<file path="config.mk">
export PLATFORM = sky130hd
export DESIGN_NAME = btn_ctrl_flat
export DESIGN_NICKNAME = d
export VERILOG_FILES = /design/src/rtl/btn_ctrl_if.sv /design/src/rtl/btn_ctrl.sv /design/src/flat_wrapper.sv
export SDC_FILE = /design/constraint.sdc
export NUM_CORES = 1
export LEC_CHECK = 0
export ABC_AREA = 0
export CORE_ASPECT_RATIO = 2
export CORE_UTILIZATION = 47
export DETAILED_ROUTE_END_ITERATION = 8
export PLACE_DENSITY = 0.63
export SETUP_SLACK_MARGIN = 0.05
export SYNTH_ARGS = -nofsm -noshare
export SYNTH_HDL_FRONTEND = slang
export SYNTH_SLANG_ARGS = --single-unit
export TNS_END_PERCENT = 30
</file>
<file path="constraint.sdc">
create_clock -name clk -period 2.5 [get_ports clk]
set_input_delay 0.25 -clock clk [delete_from_list [all_inputs] [get_ports clk]]
set_output_delay 0.25 -clock clk [all_outputs]
set_load 0.02 [all_outputs]
</file>
<file path="src/rtl/btn_ctrl_if.sv">
// Board-button command bus between btn_ctrl and its CPU-side consumer.
// Raw buttons and pop/clear strobes go in; move codes and status come out.
interface btn_ctrl_if #(
    parameter int CW = 3
);
    logic [4:0]    btn;
    logic          rd;
    logic          clr_ovf;
    logic [4:0]    key;
    logic          key_valid;
    logic [CW-1:0] count;
    logic          ovf;

    modport master (
        output btn, rd, clr_ovf,
        input  key, key_valid, count, ovf
    );

    modport slave (
        input  btn, rd, clr_ovf,
        output key, key_valid, count, ovf
    );
endinterface

</file>
<file path="src/rtl/btn_ctrl.sv">
// Button synchronizer, debouncer and press-to-move-code encoder.
// Each press queues a 5-bit move code in a small FIFO for the CPU.
module btn_ctrl #(
    parameter int DEB_CYCLES = 4,
    parameter int DEPTH      = 4,
    parameter int CW         = 3
) (
    input logic       clk,
    input logic       rst,
    btn_ctrl_if.slave bus
);
    localparam int AW = $clog2(DEPTH);
    localparam int DW = $clog2(DEB_CYCLES);

    logic [4:0]    s1;
    logic [4:0]    s2;
    logic [4:0]    deb;
    logic [4:0]    deb_d;
    logic [4:0]    press;
    logic [DW-1:0] cnt [5];

    logic [4:0]    code;
    logic          push;
    logic          do_push;
    logic          do_pop;
    logic          full;
    logic          empty;

    logic [4:0]    mem [DEPTH];
    logic [AW-1:0] wp;
    logic [AW-1:0] rp;
    logic [CW-1:0] count_r;
    logic          ovf_r;

    always_ff @(posedge clk) begin
        if (rst) begin
            s1    <= '0;
            s2    <= '0;
            deb   <= '0;
            deb_d <= '0;
            press <= '0;
            for (int i = 0; i < 5; i++) begin
                cnt[i] <= '0;
            end
        end else begin
            s1    <= bus.btn;
            s2    <= s1;
            deb_d <= deb;
            press <= deb & ~deb_d;
            for (int i = 0; i < 5; i++) begin
                if (s2[i] == deb[i]) begin
                    cnt[i] <= '0;
                end else if (cnt[i] == DW'(DEB_CYCLES - 1)) begin
                    deb[i] <= ~deb[i];
                    cnt[i] <= '0;
                end else begin
                    cnt[i] <= cnt[i] + 1'b1;
                end
            end
        end
    end

    // Lowest-index button wins when several rise together.
    always_comb begin
        code = '0;
        for (int i = 4; i >= 0; i--) begin
            if (press[i]) begin
                code = 5'(i + 1);
            end
        end
    end

    assign push    = |press;
    assign full    = (count_r == CW'(DEPTH));
    assign empty   = (count_r == '0);
    assign do_pop  = bus.rd && !empty;
    assign do_push = push && (!full || do_pop);

    always_ff @(posedge clk) begin
        if (do_push) begin
            mem[wp] <= code;
        end
    end

    always_ff @(posedge clk) begin
        if (rst) begin
            wp      <= '0;
            rp      <= '0;
            count_r <= '0;
            ovf_r   <= 1'b0;
        end else begin
            if (do_push) begin
                wp <= wp + 1'b1;
            end
            if (do_pop) begin
                rp <= rp + 1'b1;
            end
            unique case ({do_push, do_pop})
                2'b10:   count_r <= count_r + 1'b1;
                2'b01:   count_r <= count_r - 1'b1;
                default: count_r <= count_r;
            endcase
            // A fresh overflow beats a same-cycle clear.
            if (push && full && !do_pop) begin
                ovf_r <= 1'b1;
            end else if (bus.clr_ovf) begin
                ovf_r <= 1'b0;
            end
        end
    end

    assign bus.key       = empty ? 5'd0 : mem[rp];
    assign bus.key_valid = !empty;
    assign bus.count     = count_r;
    assign bus.ovf       = ovf_r;
endmodule

</file>
<file path="src/flat_wrapper.sv">
// flat-port wrapper written by rule: the top's interface ports become plain ports
module btn_ctrl_flat 
#(
    parameter int DEB_CYCLES = 4,
    parameter int DEPTH      = 4,
    parameter int CW         = 3
)
  (clk, rst, bus_btn, bus_rd, bus_clr_ovf, bus_key, bus_key_valid, bus_count, bus_ovf);
  btn_ctrl_if #(.CW(CW)) bus_i ();
  input logic clk;
  input logic rst;
  input wire logic [$bits(bus_i.btn)-1:0] bus_btn;
  input wire logic [$bits(bus_i.rd)-1:0] bus_rd;
  input wire logic [$bits(bus_i.clr_ovf)-1:0] bus_clr_ovf;
  output wire logic [$bits(bus_i.key)-1:0] bus_key;
  output wire logic [$bits(bus_i.key_valid)-1:0] bus_key_valid;
  output wire logic [$bits(bus_i.count)-1:0] bus_count;
  output wire logic [$bits(bus_i.ovf)-1:0] bus_ovf;
  assign bus_i.btn = bus_btn;
  assign bus_i.rd = bus_rd;
  assign bus_i.clr_ovf = bus_clr_ovf;
  assign bus_key = bus_i.key;
  assign bus_key_valid = bus_i.key_valid;
  assign bus_count = bus_i.count;
  assign bus_ovf = bus_i.ovf;
  btn_ctrl #(.DEB_CYCLES(DEB_CYCLES), .DEPTH(DEPTH), .CW(CW)) u_core (.clk(clk), .rst(rst), .bus(bus_i));
endmodule
</file>
==> results <==
- The run finished with clean final reports.
- The final setup TNS is 0 ns.
- The maximum clock rate is 447.4 MHz.
- The total clock sinks is 57.
- The number of setup violations in the final report is 0.
- Counting the fill cells in the layout gives 422.
- The register-to-register path setup slack is 0.46 ns.
- The required time reported for the critical path endpoint is 2.25 ns.
- The number of setup buffers added after CTS is 0.
- The boundary pin count is 19.
- The count of flip-flops with a built-in enable after synthesis is 22.
- STA classifies the critical path endpoint as an output port.
- Sequential elements use 59.81% of the synthesized area.
- The residual antenna-violating net count after detailed routing is 0.
- TritonCTS built the clock tree.
- The number of hold violations in the final report is 0.
- After clock tree synthesis, the clock-pin slew on the worst setup and hold paths is 0.06 ns.
- The initial antenna violation count was 0.
- Power spread over the standard cell area amounts to 831.5 mW/mm^2.
- The critical hold path startpoint is u_core.deb_d[0].
- STA puts the critical path data arrival time at 1.99 ns.
- In this run the core area contains 35 standard-cell rows.
- After global routing the overflow that remains totals 0.
- The unique cell type count in the Yosys netlist is 34.
- The cell leakage power is 1.047 nW.
- Gates resized during post-CTS repair numbered 0.
- Summing all multi-input logic gate instances after layout gives 880.8 um^2.
- The die extent in y is 100.4 um.
- The worst max-slew margin expressed relative to the limit is 52.52%.
- Dividing the detail-routed via count by the number of cells gives 4.894.
- VDD sags by at most 0.0006524 V.
- The count of hold buffers inserted by post-cts repair is 0.
- Counting instances, the worst hold path has a depth of 1.
- In the synthesized netlist, the cells that appear most often are sky130_fd_sc_hd__dfxtp_1, sky130_fd_sc_hd__nor2_1, sky130_fd_sc_hd__nor2b_1.
- The worst register-to-register path begins at u_core.press[2].
- The number of slew-limit violations in the final report was 0.
- The area inside the core boundary is 0.004642 mm^2.
- For hold timing, the worst endpoint is u_core.press[0].
- For this run, design rule violations remaining after detail routing come to 0.
- The via count of the first global-routing pass is 1412.
- STA classifies the critical path startpoint as a register.
- The insertion delay of the later-clocked pin in the worst-skew pair is 0.32 ns.
- The detailed placer's ending HPWL is 2751 um.
- Input and output buffers added on the ports amount to 16.
- The most frequent cell after synthesis is sky130_fd_sc_hd__dfxtp_1.
- The final clock skew is 0.009453 ns.
- The area growth from synthesis to layout is 18.31%.
- Setup repair after global routing left no endpoint under its margin.
- The share of the clock period used by the worst path after layout is 89.41%.
- Summing all flip-flop and latch instances after layout gives 0.001361 mm^2.
- The transition time of the tightest slew-check pin is 0.7100 ns.
- For this block, the via count after detailed routing is 1385.
- The overall routing resource usage is 16.29%.
- The number of standard cells after synthesis is 188.
- The number of cells in the design after placement is 267.
- Of all cell types, the one taking the most synthesized area is sky130_fd_sc_hd__dfxtp_1.
- Entering global routing, the biggest net connects 20 pins.
- Of the cells placed in the final design, the portion with a size suffix greater than 1 is 10.53%.
- The async set-reset flop share out of synthesis is 0%.
- The placer congestion estimate is 0.7953.
- The number of buffers on the longest clock path is 2.
- The H-tree depth is 3.
- The initial detailed-routing violation count is 9.
- Clock tree synthesis selected as its root buffer the cell sky130_fd_sc_hd__clkbuf_8.
- Yosys printed 0 warnings.
- The worst hold path belongs to the class register to register.
- After synthesis, the cell types taking the most area are sky130_fd_sc_hd__dfxtp_1, sky130_fd_sc_hd__edfxtp_1, sky130_fd_sc_hd__nor2b_1.
- The initial utilization of the core area, before any placement, comes to 49.03%.
- The die covers 0.005141 mm^2.
- The netlist area before placement is 0.002276 mm^2.
- In the final routed layout, each cell accounts on average for 12.56 um.
- The total inserted antenna cells is 0.
- The most used flip-flop cell after synthesis is sky130_fd_sc_hd__dfxtp_1.
- The post-route minimum period is 2.235 ns.
- Clock tree synthesis inserted a total of 9 buffers.
- The number of search-and-repair iterations in the first detailed-routing pass is 4.
- The die boundary width is 51.21 um.
- The final non-filler cell total is 283.
- The maximum fanout count along the critical path is 3.
- The worst register-to-register path ends at u_core.bus.count[2].
- The first global-routing pass estimated 5954 um of wire.
- For this block, the routed nets add up to 3554 um of wire.
- The reported max-cap violation count is 0.
- The average instance in the mapped netlist occupies 12.11 um^2.
- The worst setup path is of the register to output port kind.
- The worst hold margin is 0.3826 ns.
- After synthesis, the largest area contributor takes up 30.79% of total cell area.
- For the worst flop-to-flop path, the logic depth is 6.
- The synthesis-stage register bit count is 57.
- The total number of nets in the final design is 242.
==> placed cells by master (no fill, tap or decap), types with 2 or more instances in the layout <==
cell                              netlist  final
sky130_fd_sc_hd__mux4_2                 3      3
sky130_fd_sc_hd__dfxtp_1               35     35
sky130_fd_sc_hd__and2_1                 4      4
sky130_fd_sc_hd__clkinv_1               0      2
sky130_fd_sc_hd__conb_1                 2     12
sky130_fd_sc_hd__o21ai_0                3      3
sky130_fd_sc_hd__nor3_1                 3      3
sky130_fd_sc_hd__xnor2_1                7      7
sky130_fd_sc_hd__clkdlybuf4s50_1        0     16
sky130_fd_sc_hd__nor2b_1               24     24
sky130_fd_sc_hd__ha_1                   9      9
sky130_fd_sc_hd__inv_1                 12     12
sky130_fd_sc_hd__buf_4                  2      3
sky130_fd_sc_hd__mux2i_1                8      8
sky130_fd_sc_hd__or3_1                  5      5
sky130_fd_sc_hd__clkbuf_1               3      2
sky130_fd_sc_hd__clkinv_2               0      3
sky130_fd_sc_hd__nor2_1                27     27
sky130_fd_sc_hd__edfxtp_1              22     22
sky130_fd_sc_hd__a21oi_1                2      2
sky130_fd_sc_hd__clkbuf_8               0      9
==> layer usage <==
layer	wire, um	vias up	GRT usage (%)	share of wire, %
li1	-	688	-	-
met2	2097	26	30.97	59
met5	0	-	0	0
met3	123	6	4.697	3.5
met1	1254	665	14.34	35
met4	78	0	8.974	2.2
==> power by group <==
part	internal, mW	switching [mW]	leakage [nW]
combinational	0.244	0.243	0.463
sequential	1.02	0.0640	0.502
clock	0.347	0.323	0.0819
total	1.61	0.630	1.05
==> flip-flops by register name, summed over array words and instances (netlist names), named ones only <==
register and flops:
u_core.mem 12, u_core.deb_d 5, u_core.bus.count 3, u_core.s2 5
u_core.wp 2, u_core.deb 5, u_core.press 5, u_core.s1 5
u_core.bus.ovf 1, u_core.rp 2, u_core.cnt 10
==> how the worst max path moves through the flow <==
stage               startpoint             endpoint  slack [ns]
3_5_place_dp            bus_rd  u_core.bus.count[2]        0.29
5_1_grt               register           bus_key[2]        0.18
3_3_place_gp            bus_rd  u_core.bus.count[2]        0.39
4_1_cts               register           bus_key[2]        0.22
2_1_floorplan  u_core.press[2]  u_core.bus.count[2]        0.55
6_report              register           bus_key[2]        0.26
==> worst max-delay path, cell delays in order (launching register included) <==
cell and delay [ns]:
sky130_fd_sc_hd__dfxtp_1 0.44, sky130_fd_sc_hd__mux4_2 0.54, sky130_fd_sc_hd__nor2b_1 0.14, sky130_fd_sc_hd__clkdlybuf4s50_1 0.55
==> through the flow <==
step / utilization (%) / worst slack, ns / power (mW) / instance area, um^2
4_1_cts: 58.01 / 0.2178 / 2.265 / 2693
5_1_grt: 58.01 / 0.1785 / 2.347 / 2693
6_report: 58.01 / 0.2647 / 2.239 / 2693
2_1_floorplan: - / 0.5484 / 1.404 / 2313
3_3_place_gp: 54.69 / 0.3860 / 1.565 / 2539
3_5_place_dp: 54.69 / 0.2927 / 1.595 / 2539
==> cells by family (layout without fill, tap and decap cells) <==
family                     after synthesis  in the layout  synth area share (%)
buffers and inverters                   17             47                 3.133
xor gates and xnor gates                 8              8                 3.079
other                                    2             12                0.3300
and+or+nand+nor                         71             71                 17.32
adders and majority gates               10             10                 5.828
AOI/OAI and AO/OA                       11             11                 3.519
DFF                                     57             57                 59.81
muxes                                   12             12                 6.982
==> final cells by class <==
| type | count | share of cell area, % |
|---|---|---|
| clock buffer | 11 | 4.879 |
| timing repair buffer | 19 | 6.784 |
| sequential | 57 | 50.56 |
| multi-input combinational | 124 | 32.71 |
| tap | 55 | 2.556 |
| clock inverter | 5 | 0.8364 |
| inverter | 12 | 1.673 |
Note: power is estimated with default switching activity, not from simulation.
